<file path="src/rtl/ja_block_responder_if.sv">
// Bundle of the local block-load handshake and the JA byte-link signals
// for the block responder. The responder uses the slave modport. Local
// logic and the peer-facing pin model use the master modport.
interface ja_block_responder_if #(
    parameter int NBYTES = 16
);
    logic [8*NBYTES-1:0] blk_in;
    logic                load_valid;
    logic                load_ready;
    logic [7:0]          ja_in;
    logic [7:0]          ja_out;
    logic                ja_oe;
    logic                busy;
    logic                done;
    logic                err;

    modport master (
        output blk_in, load_valid, ja_in,
        input  load_ready, ja_out, ja_oe, busy, done, err
    );

    modport slave (
        input  blk_in, load_valid, ja_in,
        output load_ready, ja_out, ja_oe, busy, done, err
    );
endinterface

</file>
<file path="src/rtl/ja_block_responder.sv">
// Responder end of the 8-bit JA byte link. A block is loaded from local
// logic. Each rising 0xFF request from the peer is answered by driving the
// next block byte (MSB byte first) for exactly one cycle. The tristate
// buffer lives at the top level. This block only produces ja_out/ja_oe.
module ja_block_responder #(
    parameter int          NBYTES   = 16,
    parameter logic [7:0]  REQ_CODE = 8'hFF,
    parameter int          TIMEOUT  = 1024
) (
    input  logic                  clk_i,
    input  logic                  rst_i,
    ja_block_responder_if.slave   bus
);
    localparam int BLK_W = 8 * NBYTES;
    localparam int CNT_W = $clog2(NBYTES + 1);
    localparam int TO_W  = (TIMEOUT > 1) ? $clog2(TIMEOUT) : 1;

    typedef enum logic [1:0] {
        ST_IDLE,
        ST_ARMED,
        ST_DRIVE,
        ST_TURN
    } state_t;

    state_t             state_q;
    logic [BLK_W-1:0]   shift_q;
    logic [CNT_W-1:0]   byte_cnt_q;
    logic [TO_W-1:0]    to_cnt_q;
    logic [7:0]         s1_q;
    logic [7:0]         s2_q;
    logic [7:0]         s3_q;
    logic               req_q;
    logic               req_d;
    logic [7:0]         ja_out_q;
    logic               ja_oe_q;
    logic               load_ready_q;
    logic               busy_q;
    logic               done_q;
    logic               err_q;

    // Rising match on the synchronized pins. Ignored during turnaround, so
    // our own byte or an echo of it cannot look like a fresh request.
    assign req_d = (s2_q == REQ_CODE) && (s3_q != REQ_CODE) && (state_q != ST_TURN);

    // Two-flop synchronizer plus history flop, and the registered request strobe.
    // During TURN the history is forced to REQ_CODE to block a retrigger.
    always_ff @(posedge clk_i) begin
        if (rst_i) begin
            s1_q  <= 8'h00;
            s2_q  <= 8'h00;
            s3_q  <= 8'h00;
            req_q <= 1'b0;
        end else begin
            s1_q  <= bus.ja_in;
            s2_q  <= s1_q;
            s3_q  <= (state_q == ST_TURN) ? REQ_CODE : s2_q;
            req_q <= req_d;
        end
    end

    // Transfer FSM with registered outputs.
    always_ff @(posedge clk_i) begin
        if (rst_i) begin
            state_q      <= ST_IDLE;
            shift_q      <= '0;
            byte_cnt_q   <= '0;
            to_cnt_q     <= '0;
            ja_out_q     <= 8'h00;
            ja_oe_q      <= 1'b0;
            load_ready_q <= 1'b1;
            busy_q       <= 1'b0;
            done_q       <= 1'b0;
            err_q        <= 1'b0;
        end else begin
            done_q <= 1'b0;
            err_q  <= 1'b0;
            case (state_q)
                ST_IDLE: begin
                    if (bus.load_valid) begin
                        shift_q      <= bus.blk_in;
                        byte_cnt_q   <= '0;
                        to_cnt_q     <= '0;
                        load_ready_q <= 1'b0;
                        busy_q       <= 1'b1;
                        state_q      <= ST_ARMED;
                    end
                end
                ST_ARMED: begin
                    if (req_q) begin
                        ja_out_q   <= shift_q[BLK_W-1 -: 8];
                        ja_oe_q    <= 1'b1;
                        shift_q    <= shift_q << 8;
                        byte_cnt_q <= byte_cnt_q + CNT_W'(1);
                        state_q    <= ST_DRIVE;
                    end else if (byte_cnt_q != '0) begin
                        // The wait for the first byte is unbounded. Only
                        // a stalled transfer already under way is aborted.
                        if (to_cnt_q == TO_W'(TIMEOUT - 1)) begin
                            err_q        <= 1'b1;
                            load_ready_q <= 1'b1;
                            busy_q       <= 1'b0;
                            state_q      <= ST_IDLE;
                        end else begin
                            to_cnt_q <= to_cnt_q + TO_W'(1);
                        end
                    end
                end
                ST_DRIVE: begin
                    ja_oe_q <= 1'b0;
                    state_q <= ST_TURN;
                end
                ST_TURN: begin
                    if (byte_cnt_q == CNT_W'(NBYTES)) begin
                        done_q       <= 1'b1;
                        load_ready_q <= 1'b1;
                        busy_q       <= 1'b0;
                        state_q      <= ST_IDLE;
                    end else begin
                        to_cnt_q <= '0;
                        state_q  <= ST_ARMED;
                    end
                end
                default: begin
                    ja_oe_q      <= 1'b0;
                    load_ready_q <= 1'b1;
                    busy_q       <= 1'b0;
                    state_q      <= ST_IDLE;
                end
            endcase
        end
    end

    assign bus.ja_out     = ja_out_q;
    assign bus.ja_oe      = ja_oe_q;
    assign bus.load_ready = load_ready_q;
    assign bus.busy       = busy_q;
    assign bus.done       = done_q;
    assign bus.err        = err_q;
endmodule

</file>
<file path="src/flat_wrapper.sv">
// flat-port wrapper written by rule: the top's interface ports become plain ports
module ja_block_responder_flat 
#(
    parameter int          NBYTES   = 16,
    parameter logic [7:0]  REQ_CODE = 8'hFF,
    parameter int          TIMEOUT  = 1024
)
  (clk_i, rst_i, bus_blk_in, bus_load_valid, bus_ja_in, bus_load_ready, bus_ja_out, bus_ja_oe, bus_busy, bus_done, bus_err);
  ja_block_responder_if #(.NBYTES(NBYTES)) bus_i ();
  input  logic clk_i;
  input  logic rst_i;
  input wire logic [$bits(bus_i.blk_in)-1:0] bus_blk_in;
  input wire logic [$bits(bus_i.load_valid)-1:0] bus_load_valid;
  input wire logic [$bits(bus_i.ja_in)-1:0] bus_ja_in;
  output wire logic [$bits(bus_i.load_ready)-1:0] bus_load_ready;
  output wire logic [$bits(bus_i.ja_out)-1:0] bus_ja_out;
  output wire logic [$bits(bus_i.ja_oe)-1:0] bus_ja_oe;
  output wire logic [$bits(bus_i.busy)-1:0] bus_busy;
  output wire logic [$bits(bus_i.done)-1:0] bus_done;
  output wire logic [$bits(bus_i.err)-1:0] bus_err;
  assign bus_i.blk_in = bus_blk_in;
  assign bus_i.load_valid = bus_load_valid;
  assign bus_i.ja_in = bus_ja_in;
  assign bus_load_ready = bus_i.load_ready;
  assign bus_ja_out = bus_i.ja_out;
  assign bus_ja_oe = bus_i.ja_oe;
  assign bus_busy = bus_i.busy;
  assign bus_done = bus_i.done;
  assign bus_err = bus_i.err;
  ja_block_responder #(.NBYTES(NBYTES), .REQ_CODE(REQ_CODE), .TIMEOUT(TIMEOUT)) u_core (.clk_i(clk_i), .rst_i(rst_i), .bus(bus_i));
endmodule
</file>
<file path="config.mk">
export PLATFORM = sky130hd
export DESIGN_NAME = ja_block_responder_flat
export DESIGN_NICKNAME = d
export VERILOG_FILES = /design/src/rtl/ja_block_responder_if.sv /design/src/rtl/ja_block_responder.sv /design/src/flat_wrapper.sv
export SDC_FILE = /design/constraint.sdc
export NUM_CORES = 1
export LEC_CHECK = 0
export ABC_AREA = 0
export BUFFER_PORTS_ARGS = -buffer_cell sky130_fd_sc_hd__buf_2
export CORE_MARGIN = 2
export CORE_UTILIZATION = 54
export CTS_CLUSTER_SIZE = 25
export DETAILED_ROUTE_END_ITERATION = 12
export PLACE_DENSITY_LB_ADDON = 0.2
export SETUP_SLACK_MARGIN = 0.1
export SLEW_MARGIN = 10
export SYNTH_ARGS = -nofsm -noshare
export SYNTH_HDL_FRONTEND = slang
export SYNTH_SLANG_ARGS = --single-unit
</file>
<file path="constraint.sdc">
create_clock -name clk_i -period 3.2 [get_ports clk_i]
set_clock_uncertainty 0.05 [all_clocks]
set_input_delay 0.64 -clock clk_i [delete_from_list [all_inputs] [get_ports clk_i]]
set_output_delay 0.64 -clock clk_i [all_outputs]
set_load 0.02 [all_outputs]
</file>
==> impl_metrics.csv <==
group,metric,value,unit
global_routing,grt_overflow,0,
sta,drv_slew,0,
yosys,async_reset_ff_share,0,%
drt,firstDrtPassIters,4,
global_routing,grt_pass1_wl,28100,um
yosys,synth_cells,788,
yosys,syn-mean-instance-area,10.2,um^2
setup_path,cp_top_family,"simple AND/OR/NAND/NOR gates",
sta,min_period,2.49,ns
drt,drc_errors,0,
yosys,synth_nets,930,
yosys,yosys.area.top_type,"dfxtp_1",
die,row_count,44,
yosys,synth_top_area_share,45.5,%
cts,postCtsSetupRepairBufs,0,
yosys,seq_area_frac_synth,45.5,%
finish,fin_nets,1046,
sta,setup_violations,0,
yosys,synth_edf_count,0,
setup_path,cpPeakStageDelay,0.58,ns
pwr,clockPowerShare,39.5,%
placed_design,routabilityCongestion,0.794,
die,initial_utilization,55.4,%
die,die_area,15900,um^2
setup_path,ff2ff_path_depth,5,
finish,fin_cells,1103,
pwr,power_frac_seq,46.6,%
finish,area_delta_synth_final,16.7,%
pwr,internal-power,4.03,mW
yosys,syn_area,8050,um^2
finish,final.fill_count,1181,
drt,vias_per_cell,5.46,
yosys,synth_seq_cells,183,
cts,cts_buffers,17,
setup_path,critPathRequiredTime,3.48,ns
pwr,p_switching,1.40,mW
setup_path,crit_arrival,2.77,ns
die,core_area,14500,um^2
sta,hold_ws,0.373,ns
pwr,ir_worst_vdd,0.000366,V
global_routing,grt_usage,21.8,%
sta,slew_headroom,39.3,%
drt,vias,6027,
global_routing,antenna_found_initial,2,
pwr,pwr-share-comb,13.9,%
global_routing,grt_pass1_vias,5855,
yosys,synth_area_leaders,"dfxtp_1 (46%), mux2i_1 (15%), a211oi_2 (12%)",
die,dieHeight,126,um
cts,cts-root-buf,"clkbuf_16",
run_status,status,"complete, no violations",
sta,max_freq,0.401,GHz
cts,cts_resized,0,
hold_path,whs_path_depth,2,
finish,drive_gt1_share,31.1,%
cts,insertion_delay,0.43,ns
cts,cts_tree,"done",
die,die_w,126,um
yosys,yosysWarnings,0,
drt,routed_wl,17300,um
drt,drt.antenna.violating_nets,0,
sta,tns,0,ns
cts,path_clk_slew,0.07,ns
global_routing,grt_max_degree,71,
placed_design,place_hpwl,12000,um
die,io_pins,152,
setup_path,worstPathCellList,"nand3b_1 -> nand2_8 -> buf_4 -> nor2_1 -> a211oi_1",
placed_design,numPortBuffers,151,
yosys,synth_ff_type,"dfxtp_1",
placed_design,place_inst,1069,
finish,final_cell_mix,"dfxtp_1 (183), nor2_1 (151), buf_2 (150)",
setup_path,critPathMaxFanout,61,
flow_run,maxCapViolations,0,
sta,rsz0062_at_grt,"no",
setup_path,cp-start-kind,"flop",
drt,wl_per_cell,15.7,um
setup_path,cp-end-kind,"flop",
pwr,swShare,25.7,%
cts,postCtsHoldBufs,0,
cts,clock-sinks,183,
pwr,cellPowerDensity,578,nW/um^2
hold_path,hold_path.class,"in -> reg",
setup_path,cp_slowest_cell,"dfxtp_1",
cts,htreeDepth,4,
sta,hold_violations,0,
setup_path,path_buf_inv,1,
finish,final_common_cell,"dfxtp_1",
setup_path,path_depth,5,
sta,post-route-period-util,77.9,%
drt,drt_iter0_drc,366,
setup_path,worst-setup-path-type,"reg -> reg",
pwr,p_leak,4.14,nW
cts,clock_path_buffers,2,
yosys,yosysUniqueCellTypes,48,
pwr,finalPower,5.43,mW
sta,worst_slew_pin_slew,0.899,ns
## worst paths after layout
kind	from	end	slack (ns)
max reg2reg	u_core.state_q[0]	u_core.shift_q[116]	0.71
min	bus_ja_in[4]	u_core.s1_q[4]	0.37
min reg2reg	u_core.s1_q[4]	u_core.s2_q[4]	0.39
max	u_core.state_q[0]	u_core.shift_q[116]	0.71
## layout make-up
type / instances / area [um^2] / area share, %
diodes: 2 / 5.00 / 0.0533
clock buffers: 18 / 439 / 4.68
clock inverters: 14 / 171 / 1.83
inverters: 5 / 18.8 / 0.200
multi-input cells: 531 / 3960 / 42.2
flip-flops and latches: 183 / 3660 / 39.0
well taps: 184 / 230 / 2.45
repair buffers: 166 / 900 / 9.58
## power groups by stage
stage | registers [mW] | clock network [mW] | logic [mW]
after floorplan | 2.55 | 0 | 0.601
after global placement | 2.57 | 0 | 0.731
after detailed placement | 2.58 | 0 | 0.757
after CTS | 2.53 | 2.20 | 0.763
after global routing | 2.55 | 2.28 | 0.836
final | 2.53 | 2.15 | 0.753
## cell usage after synthesis (4+ instances only)
cell,count
nand4_1,5
dfxtp_1,183
buf_4,11
o21ai_0,4
a211oi_2,80
nand3_1,5
nor2_1,151
buf_6,11
inv_1,5
clkbuf_1,23
a31oi_1,10
mux2i_1,120
a21oi_1,20
a211oi_1,40
nor2b_1,17
or3_1,4
a22oi_1,8
nand2_1,22
nor3_1,6
nand2b_1,4
buf_2,20
## worst register-to-register path, delay by kind of cell, from the launching register on
kind,cells,cell delay (ns)
AND/OR/NAND/NOR,3,1.12
flip-flops,1,0.58
buffers and inverters,1,0.40
AO/OA/AOI/OAI,1,0.25
## routing by layer
metal / vias to the layer above / global-route usage (%) / wire [um]
li1: 3070 / - / -
met1: 2826 / 26.6 / 7710
met2: 116 / 37.6 / 8550
met3: 13 / 6.37 / 848
met4: 2 / 6.01 / 163
met5: - / 0 / 13
## kinds of logic (layout without fill, tap and decap cells)
kind of cell | Yosys count | in the layout | share of synthesized area, %
AO/OA/AOI/OAI | 175 | 175 | 20.5
XOR/XNOR | 3 | 3 | 0.327
adder cells (fa/ha/maj) | 3 | 3 | 0.467
buffers and inverters | 74 | 203 | 5.40
flip-flops | 183 | 183 | 45.5
multiplexers | 120 | 120 | 14.9
other | 0 | 2 | 0
AND/OR/NAND/NOR | 230 | 230 | 12.8
## state kept, by name, summed over array words and instances (netlist names), named ones only
name	flops
u_core.shift_q	128
u_core.bus.err	1
u_core.s2_q	8
u_core.bus.ja_out	8
u_core.to_cnt_q	10
u_core.req_q	1
u_core.bus.busy	1
u_core.bus.ja_oe	1
u_core.s3_q	8
u_core.state_q	1
u_core.bus.load_ready	1
u_core.s1_q	8
u_core.byte_cnt_q	5
u_core.bus.done	1
## per-stage QoR
stage | instance area, um^2 | setup slack (ns) | util [%]
final | 9390 | 0.708 | 64.6
after global routing | 9380 | 0.454 | 64.6
after CTS | 9380 | 0.680 | 64.6
after detailed placement | 8770 | 0.747 | 60.4
after global placement | 8770 | 0.892 | 60.4
after floorplan | 8050 | 1.35 | -
No activity file was read; power rests on OpenSTA's default activity.
